## config.mk

```make
export PLATFORM = sky130hd
export DESIGN_NAME = bram_stream_reader
export DESIGN_NICKNAME = d
export VERILOG_FILES = /design/src/rtl/bram_stream_reader_pkg.sv /design/src/rtl/bram_stream_reader_chk.sv /design/src/rtl/rd_out_fifo.sv /design/src/rtl/bram_stream_reader.sv
export SDC_FILE = /design/constraint.sdc
export NUM_CORES = 1
export LEC_CHECK = 0
export BUFFER_PORTS_ARGS = -buffer_cell sky130_fd_sc_hd__buf_2
export CAP_MARGIN = 10
export CORE_ASPECT_RATIO = 0.7
export CORE_MARGIN = 2
export CORE_UTILIZATION = 52
export DETAILED_ROUTE_END_ITERATION = 16
export PLACE_DENSITY = 0.83
export SYNTH_ARGS = -nofsm -noshare
export SYNTH_HDL_FRONTEND = slang
export SYNTH_SLANG_ARGS = --single-unit
```

## constraint.sdc

```tcl
create_clock -name clka -period 3.65 [get_ports clka]
set_input_delay 0.1825 -clock clka [delete_from_list [all_inputs] [get_ports clka]]
set_output_delay 0.1825 -clock clka [all_outputs]
set_load 0.1 [all_outputs]
```

## src/rtl/bram_stream_reader_pkg.sv

```systemverilog
// Shared definitions for the BRAM stream reader.
// Holds the controller state type, the clog2 helper used for width
// derivation, and the two supported BRAM read-latency settings.
package bram_stream_reader_pkg;

  typedef enum logic [1:0] {
    ST_IDLE  = 2'd0,
    ST_ISSUE = 2'd1,
    ST_DRAIN = 2'd2
  } rd_state_e;

  // BRAM with output register enabled.
  localparam int HIGH_PERFORMANCE = 2;
  // BRAM without output register.
  localparam int LOW_LATENCY      = 1;

  // Ceiling log2, clamped to 1 so derived widths are never zero.
  function automatic int clog2(input int value);
    int result;
    result = 1;
    for (int i = 1; i < 32; i++) begin
      if ((32'd1 << i) < value) begin
        result = i + 1;
      end else begin
        result = result;
      end
    end
    return result;
  endfunction

endpackage

```

## src/rtl/bram_stream_reader_chk.sv

```systemverilog
// Checker for the BRAM stream reader: the output buffer must never be
// pushed while full, and the buffer occupancy can never exceed the
// credits handed out by the issue logic.
// Ports: clka/rstb clock and reset; push_i/pop_i/full_i buffer strobes;
// credit_i outstanding credits; count_i buffer occupancy.
module bram_stream_reader_chk #(
  parameter int CNT_W = 3
) (
  input logic             clka,
  input logic             rstb,
  input logic             push_i,
  input logic             pop_i,
  input logic             full_i,
  input logic [CNT_W-1:0] credit_i,
  input logic [CNT_W-1:0] count_i
);

  a_no_overflow: assert property (@(posedge clka) disable iff (rstb)
    !(push_i && full_i && !pop_i));

  a_count_within_credit: assert property (@(posedge clka) disable iff (rstb)
    (count_i <= credit_i));

endmodule

```

## src/rtl/rd_out_fifo.sv

```systemverilog
// Synchronous output FIFO for the BRAM stream reader.
// Ports: clka/rstb clock and synchronous active-high reset; push_i and
// push_data_i write one entry; pop_i removes the head; head_o is the head
// entry (zero while empty); full_o/empty_o status; count_o occupancy.
module rd_out_fifo
  import bram_stream_reader_pkg::*;
#(
  parameter  int WIDTH = 33,
  parameter  int DEPTH = 4,
  localparam int PTR_W = clog2(DEPTH),
  localparam int CNT_W = clog2(DEPTH + 1)
) (
  input  logic             clka,
  input  logic             rstb,
  input  logic             push_i,
  input  logic [WIDTH-1:0] push_data_i,
  input  logic             pop_i,
  output logic [WIDTH-1:0] head_o,
  output logic             full_o,
  output logic             empty_o,
  output logic [CNT_W-1:0] count_o
);

  logic [WIDTH-1:0] mem_q [DEPTH];
  logic [PTR_W-1:0] wr_ptr_q, wr_ptr_d, rd_ptr_q, rd_ptr_d;
  logic [CNT_W-1:0] count_q, count_d;
  logic             do_push_s, do_pop_s;

  // Pointer increment that also works for non-power-of-two depths.
  function automatic logic [PTR_W-1:0] ptr_inc(input logic [PTR_W-1:0] p);
    return (p == PTR_W'(DEPTH - 1)) ? '0 : p + PTR_W'(1);
  endfunction

  assign full_o   = (count_q == CNT_W'(DEPTH));
  assign empty_o  = (count_q == '0);
  assign count_o  = count_q;
  assign head_o   = empty_o ? '0 : mem_q[rd_ptr_q];
  assign do_pop_s = pop_i & ~empty_o;
  // A push into a full buffer is only legal alongside a pop.
  assign do_push_s = push_i & (~full_o | do_pop_s);

  // Next-state for pointers and occupancy.
  always_comb begin
    wr_ptr_d = wr_ptr_q;
    rd_ptr_d = rd_ptr_q;
    count_d  = count_q;
    if (do_push_s) begin
      wr_ptr_d = ptr_inc(wr_ptr_q);
    end else begin
      wr_ptr_d = wr_ptr_q;
    end
    if (do_pop_s) begin
      rd_ptr_d = ptr_inc(rd_ptr_q);
    end else begin
      rd_ptr_d = rd_ptr_q;
    end
    case ({do_push_s, do_pop_s})
      2'b10:   count_d = count_q + CNT_W'(1);
      2'b01:   count_d = count_q - CNT_W'(1);
      default: count_d = count_q;
    endcase
  end

  // Pointer and occupancy registers.
  always_ff @(posedge clka) begin
    if (rstb) begin
      wr_ptr_q <= '0;
      rd_ptr_q <= '0;
      count_q  <= '0;
    end else begin
      wr_ptr_q <= wr_ptr_d;
      rd_ptr_q <= rd_ptr_d;
      count_q  <= count_d;
    end
  end

  // Storage array; contents are don't-care while the slot is not occupied.
  always_ff @(posedge clka) begin
    if (do_push_s) begin
      mem_q[wr_ptr_q] <= push_data_i;
    end
  end

endmodule

```

## src/rtl/bram_stream_reader.sv

```systemverilog
// Read-side controller for a simple dual-port BRAM. A start command reads
// len consecutive words from base_addr (wrapping at RAM_DEPTH) and emits
// them as a valid/ready stream tagged with m_last on the final word.
// Ports: clka/rstb clock and synchronous active-high reset; start_i,
// base_addr_i, len_i command; busy_o/done_o status; bram_addrb_o,
// bram_enb_o, bram_regceb_o, bram_doutb_i BRAM read port; m_data_o,
// m_valid_o, m_last_o, m_ready_i output stream.
module bram_stream_reader
  import bram_stream_reader_pkg::*;
#(
  parameter  int RAM_WIDTH    = 32,
  parameter  int RAM_DEPTH    = 256,
  parameter  int READ_LATENCY = HIGH_PERFORMANCE,
  parameter  int BUF_DEPTH    = 4,
  parameter  int LEN_W        = 16,
  localparam int ADDR_W       = clog2(RAM_DEPTH)
) (
  input  logic                 clka,
  input  logic                 rstb,
  input  logic                 start_i,
  input  logic [ADDR_W-1:0]    base_addr_i,
  input  logic [LEN_W-1:0]     len_i,
  output logic                 busy_o,
  output logic                 done_o,
  output logic [ADDR_W-1:0]    bram_addrb_o,
  output logic                 bram_enb_o,
  output logic                 bram_regceb_o,
  input  logic [RAM_WIDTH-1:0] bram_doutb_i,
  output logic [RAM_WIDTH-1:0] m_data_o,
  output logic                 m_valid_o,
  output logic                 m_last_o,
  input  logic                 m_ready_i
);

  localparam int CRD_W  = clog2(BUF_DEPTH + 1);
  localparam int FIFO_W = RAM_WIDTH + 1;

  rd_state_e               state_q, state_d;
  logic [ADDR_W-1:0]       cur_addr_q, cur_addr_d, addrb_q, addrb_d;
  logic [LEN_W-1:0]        len_q, len_d, issued_q, issued_d;
  logic [CRD_W-1:0]        credit_q, credit_d;
  logic                    enb_q, enb_d, last_q, last_d;
  logic                    busy_q, busy_d, done_q, done_d;
  logic [READ_LATENCY-1:0] pipe_vld_q, pipe_vld_d, pipe_lst_q, pipe_lst_d;

  logic                    issue_s, credit_ok_s, push_s, pop_s;
  logic [ADDR_W-1:0]       src_addr_s;
  logic [LEN_W-1:0]        src_cnt_s, src_len_s;
  logic [FIFO_W-1:0]       head_s;
  logic                    fifo_empty_s, fifo_full_s;
  logic [CRD_W-1:0]        fifo_count_s;

  // Credits cover both reads in flight and words parked in the FIFO, so a
  // read is only issued when its data is guaranteed a FIFO slot.
  assign credit_ok_s = (credit_q < CRD_W'(BUF_DEPTH));
  assign push_s      = pipe_vld_q[READ_LATENCY-1];
  assign pop_s       = ~fifo_empty_s & m_ready_i;

  assign busy_o        = busy_q;
  assign done_o        = done_q;
  assign bram_addrb_o  = addrb_q;
  assign bram_enb_o    = enb_q;
  assign bram_regceb_o = 1'b1;
  assign m_valid_o     = ~fifo_empty_s;
  assign m_data_o      = head_s[RAM_WIDTH-1:0];
  assign m_last_o      = head_s[RAM_WIDTH];

  // FSM next-state, issue decision and counter updates. The issue decision
  // is registered, so the read is presented on the BRAM port one cycle
  // after it is granted; the start cycle itself grants the first read.
  always_comb begin
    state_d    = state_q;
    cur_addr_d = cur_addr_q;
    len_d      = len_q;
    issued_d   = issued_q;
    addrb_d    = addrb_q;
    enb_d      = 1'b0;
    last_d     = 1'b0;
    busy_d     = busy_q;
    done_d     = 1'b0;
    issue_s    = 1'b0;
    src_addr_s = cur_addr_q;
    src_cnt_s  = issued_q;
    src_len_s  = len_q;

    case (state_q)
      ST_IDLE: begin
        if (start_i) begin
          if (len_i != '0) begin
            len_d      = len_i;
            busy_d     = 1'b1;
            state_d    = ST_ISSUE;
            src_addr_s = base_addr_i;
            src_cnt_s  = '0;
            src_len_s  = len_i;
            issue_s    = credit_ok_s;
          end else begin
            done_d = 1'b1;
          end
        end else begin
          state_d = ST_IDLE;
        end
      end
      ST_ISSUE: begin
        issue_s = credit_ok_s;
      end
      ST_DRAIN: begin
        if (pop_s && head_s[RAM_WIDTH]) begin
          state_d = ST_IDLE;
          busy_d  = 1'b0;
          done_d  = 1'b1;
        end else begin
          state_d = ST_DRAIN;
        end
      end
      default: begin
        state_d = ST_IDLE;
      end
    endcase

    if (issue_s) begin
      enb_d      = 1'b1;
      addrb_d    = src_addr_s;
      cur_addr_d = (src_addr_s == ADDR_W'(RAM_DEPTH - 1)) ? '0 : src_addr_s + ADDR_W'(1);
      issued_d   = src_cnt_s + LEN_W'(1);
      if (issued_d == src_len_s) begin
        last_d  = 1'b1;
        state_d = ST_DRAIN;
      end else begin
        last_d = 1'b0;
      end
    end else begin
      enb_d = 1'b0;
    end

    // A pop returns its credit at the next edge, never to the same-cycle grant.
    credit_d   = credit_q + CRD_W'(issue_s) - CRD_W'(pop_s);
    pipe_vld_d = (pipe_vld_q << 1) | READ_LATENCY'(enb_q);
    pipe_lst_d = (pipe_lst_q << 1) | READ_LATENCY'(last_q);
  end

  // Controller state, counters, BRAM port and in-flight tag pipe.
  always_ff @(posedge clka) begin
    if (rstb) begin
      state_q    <= ST_IDLE;
      cur_addr_q <= '0;
      len_q      <= '0;
      issued_q   <= '0;
      credit_q   <= '0;
      addrb_q    <= '0;
      enb_q      <= 1'b0;
      last_q     <= 1'b0;
      busy_q     <= 1'b0;
      done_q     <= 1'b0;
      pipe_vld_q <= '0;
      pipe_lst_q <= '0;
    end else begin
      state_q    <= state_d;
      cur_addr_q <= cur_addr_d;
      len_q      <= len_d;
      issued_q   <= issued_d;
      credit_q   <= credit_d;
      addrb_q    <= addrb_d;
      enb_q      <= enb_d;
      last_q     <= last_d;
      busy_q     <= busy_d;
      done_q     <= done_d;
      pipe_vld_q <= pipe_vld_d;
      pipe_lst_q <= pipe_lst_d;
    end
  end

  rd_out_fifo #(
    .WIDTH (FIFO_W),
    .DEPTH (BUF_DEPTH)
  ) u_fifo (
    .clka        (clka),
    .rstb        (rstb),
    .push_i      (push_s),
    .push_data_i ({pipe_lst_q[READ_LATENCY-1], bram_doutb_i}),
    .pop_i       (pop_s),
    .head_o      (head_s),
    .full_o      (fifo_full_s),
    .empty_o     (fifo_empty_s),
    .count_o     (fifo_count_s)
  );

  bram_stream_reader_chk #(
    .CNT_W (CRD_W)
  ) u_chk (
    .clka     (clka),
    .rstb     (rstb),
    .push_i   (push_s),
    .pop_i    (pop_s),
    .full_i   (fifo_full_s),
    .credit_i (credit_q),
    .count_i  (fifo_count_s)
  );

endmodule

```

==> impl_metrics.json <==
{
  "status": "finished clean",
  "swShare": 0.3879,
  "avgRoutedWirePerCell_um": 17.95,
  "fp.dieW_um": 158.6,
  "wirelength_um": 19530,
  "num_rows": 39,
  "finalNetCount": 920,
  "grt_max_degree": 66,
  "numCtsBuffers": 20,
  "syn_avg_cell_area_um2": 12.46,
  "p_leak_nw": 3.854,
  "synth_cells": 698,
  "finalCritPeriodShare": 0.9423,
  "place_congestion": 0.8980,
  "clock_sinks": 202,
  "syn_nets": 770,
  "io_buffers": 104,
  "ios": 106,
  "max_cap_viol_count": 0,
  "skew_ns": 0.009457,
  "synth_area_um2": 8696,
  "clock.fmax_mhz": 290.7,
  "required_ns": 4.01,
  "power.density_nw_per_um2": 664.5,
  "syn_to_final_growth_pct": 22.49,
  "hp-class": "in2reg",
  "comb_power_share": 0.339,
  "drc": 0,
  "hold_viol": 0,
  "yosysWarnings": 0,
  "worst_pin_slew_ns": 0.7444,
  "p_int_mw": 4.333,
  "drtAntennaViolNets": 0,
  "period_needed_ns": 3.440,
  "antenna_found_initial": 1,
  "setup_tns_ns": 0,
  "htree_levels": 1,
  "vias": 6040,
  "synth-seq-cells": 202,
  "cts_tree": "built",
  "fin_area_um2": 10650,
  "synth_edf_count": 132,
  "avgViaCountPerCell": 5.551,
  "synth.area.top_cells": "edfxtp_1 (46%), dfxtp_1 (16%), mux4_2 (8.5%)",
  "arrival_ns": 3.80,
  "rsz0062_at_grt": "false",
  "drv_slew": 0,
  "fill_cells": 1159,
  "seqPwrFrac": 0.375,
  "drt_iter0_markers": 572,
  "clk_pin_slew_ns": 0.06,
  "peakVddDrop_mv": 0.4829,
  "placed_area_um2": 9442,
  "synth_cell_types": 52,
  "worstPathMaxFanout": 6,
  "hpwl_um": 11690,
  "drive_above_1_share": 0.2343,
  "mostFrequentLayoutCells": "edfxtp_1 (132), buf_2 (104), nand2_1 (80), dfxtp_1 (69), nor2_1 (54)",
  "seq_area_frac_synth": 0.6170,
  "grt_use_total": 0.2195,
  "crit_type": "in2reg",
  "drt_pass1_iterations": 5,
  "slew_headroom": 0.5031,
  "ys_async_sr_fraction": 0,
  "die_area_um2": 17790,
  "core_area_um2": 16350,
  "final_common_cell": "edfxtp_1",
  "overflow": 0,
  "clock_latency_ns": 0.48,
  "grt_pass1_wl_um": 30650,
  "p_clk_frac": 0.287,
  "start_kind": "input pin",
  "synth_ff_type": "edfxtp_1",
  "cp-end-kind": "flip-flop",
  "root_buffer": "clkbuf_16",
  "synth_top_area_frac": 0.4558,
  "start_util": 0.5320,
  "die_y_um": 112.2,
  "synth_area_leader_cell": "edfxtp_1",
  "p_switching_mw": 2.745,
  "grt_pass1_vias": 5926,
  "cts.path.max_buffers": 3,
  "timing.final.setup_violations": 0
}
worst max-delay path, cell delays in order:
cell,delay (ns)
dlygate4sd3_1,0.53
buf_2,0.14
or4_1,0.50
or3_4,0.45
o21ai_2,0.16
and2_1,0.16
ha_2,0.24
and4_1,0.25
nand3_1,0.14
xnor2_1,0.18
nand4_1,0.13
o31a_1,0.35
nor4_2,0.32
nor2_1,0.07
final cells by class:
cell class	instances	area, µm²	share of cell area
antenna	1	2.502	0.0002349
tap	225	281.5	0.02643
clock inverter	9	97.59	0.009162
multi-input combinational	435	3136	0.2944
sequential	202	5366	0.5038
timing repair buffer	171	1149	0.1078
inverter	18	67.56	0.006343
clock buffer	27	551.8	0.05180
state kept, by name (all words and copies together) (netlist names), named ones only:
register	flops
bram_addrb_o	8
bram_enb_o	1
busy_o	1
credit_q	3
cur_addr_q	8
done_o	1
issued_q	16
last_q	1
len_q	16
pipe_lst_q	2
pipe_vld_q	2
state_q	2
u_fifo.count_o	3
u_fifo.mem_q	132
u_fifo.rd_ptr_q	2
u_fifo.wr_ptr_q	2
routing by layer:
layer	GRT usage	routed length, µm
met5	0	0
met4	0.05045	376
met2	0.3587	9394
met3	0.04054	1295
met1	0.3089	8462
Yosys cell counts (all sizes together), types with 3 or more instances:
master and number:
a211oi 5, a21boi 3, a21oi 42, a311oi 11, a31oi 6, and2 40
and3 3, buf 12, clkbuf 31, dfxtp 70, edfxtp 132, ha 10
inv 17, mux4 33, nand2 80, nand3 17, nand4 8, nor2 54
nor2b 6, nor3 14, nor4 11, o21ai 23, or3 6, xnor2 20
xor2 14
path summary, 6_finish.rpt:
path                  startpoint         endpoint  depth (start not counted)  slack, ns
setup reg to reg      state_q[1]    cur_addr_q[3]                         14       0.66
hold reg to reg    pipe_vld_q[0]    pipe_vld_q[1]                          1       0.44
setup / recovery        len_i[4]       state_q[0]                         14       0.21
hold / removal    base_addr_i[6]  bram_addrb_o[6]                          3       0.02
power by group through the flow:
stage | sequential (mW) | combinational [mW] | clock [mW]
floorplan | 2.88 | 1.74 | 0
global placement | 2.69 | 2.32 | 0
detailed placement | 2.70 | 2.34 | 0
CTS | 2.65 | 2.40 | 2.06
global route | 2.67 | 2.53 | 2.14
finish | 2.65 | 2.40 | 2.03
cells by family (layout without fill, tap and decap cells):
kind of cell | count (synthesis) | in the layout | synth area share
adder cells (fa/ha/maj) | 12 | 12 | 0.01899
AND/OR/NAND/NOR | 249 | 249 | 0.1388
multiplexers | 36 | 36 | 0.08906
buffers and inverters | 61 | 225 | 0.02748
flip-flops | 202 | 202 | 0.6170
AO/OA/AOI/OAI | 103 | 103 | 0.07396
other | 1 | 2 | 0.0004312
XOR/XNOR | 34 | 34 | 0.03425
metrics by stage:
stage / std cells / hold slack [ns] / setup slack [ns] / utilization / power [mW]
5_1_grt: 1088 / 0.02622 / 0.009913 / 0.6516 / 7.339
6_report: 1088 / 0.02405 / 0.2105 / 0.6516 / 7.078
3_5_place_dp: 998 / 0.4017 / 0.04945 / 0.5776 / 5.041
3_3_place_gp: 998 / 0.3994 / 0.1936 / 0.5776 / 5.012
4_1_cts: 1084 / 0.005161 / 0.04084 / 0.6479 / 7.110
2_1_floorplan: 698 / 0.2814 / 0.03928 / - / 4.618
what timing repair did:
item / CTS / global route
hold endpoints to repair: 146 / 0
setup endpoints to repair: 0 / 3
hold buffers: 50 / 0
buffers inserted: 0 / 3
resized for setup: 0 / 6
Power figures use the tool's default switching activity.
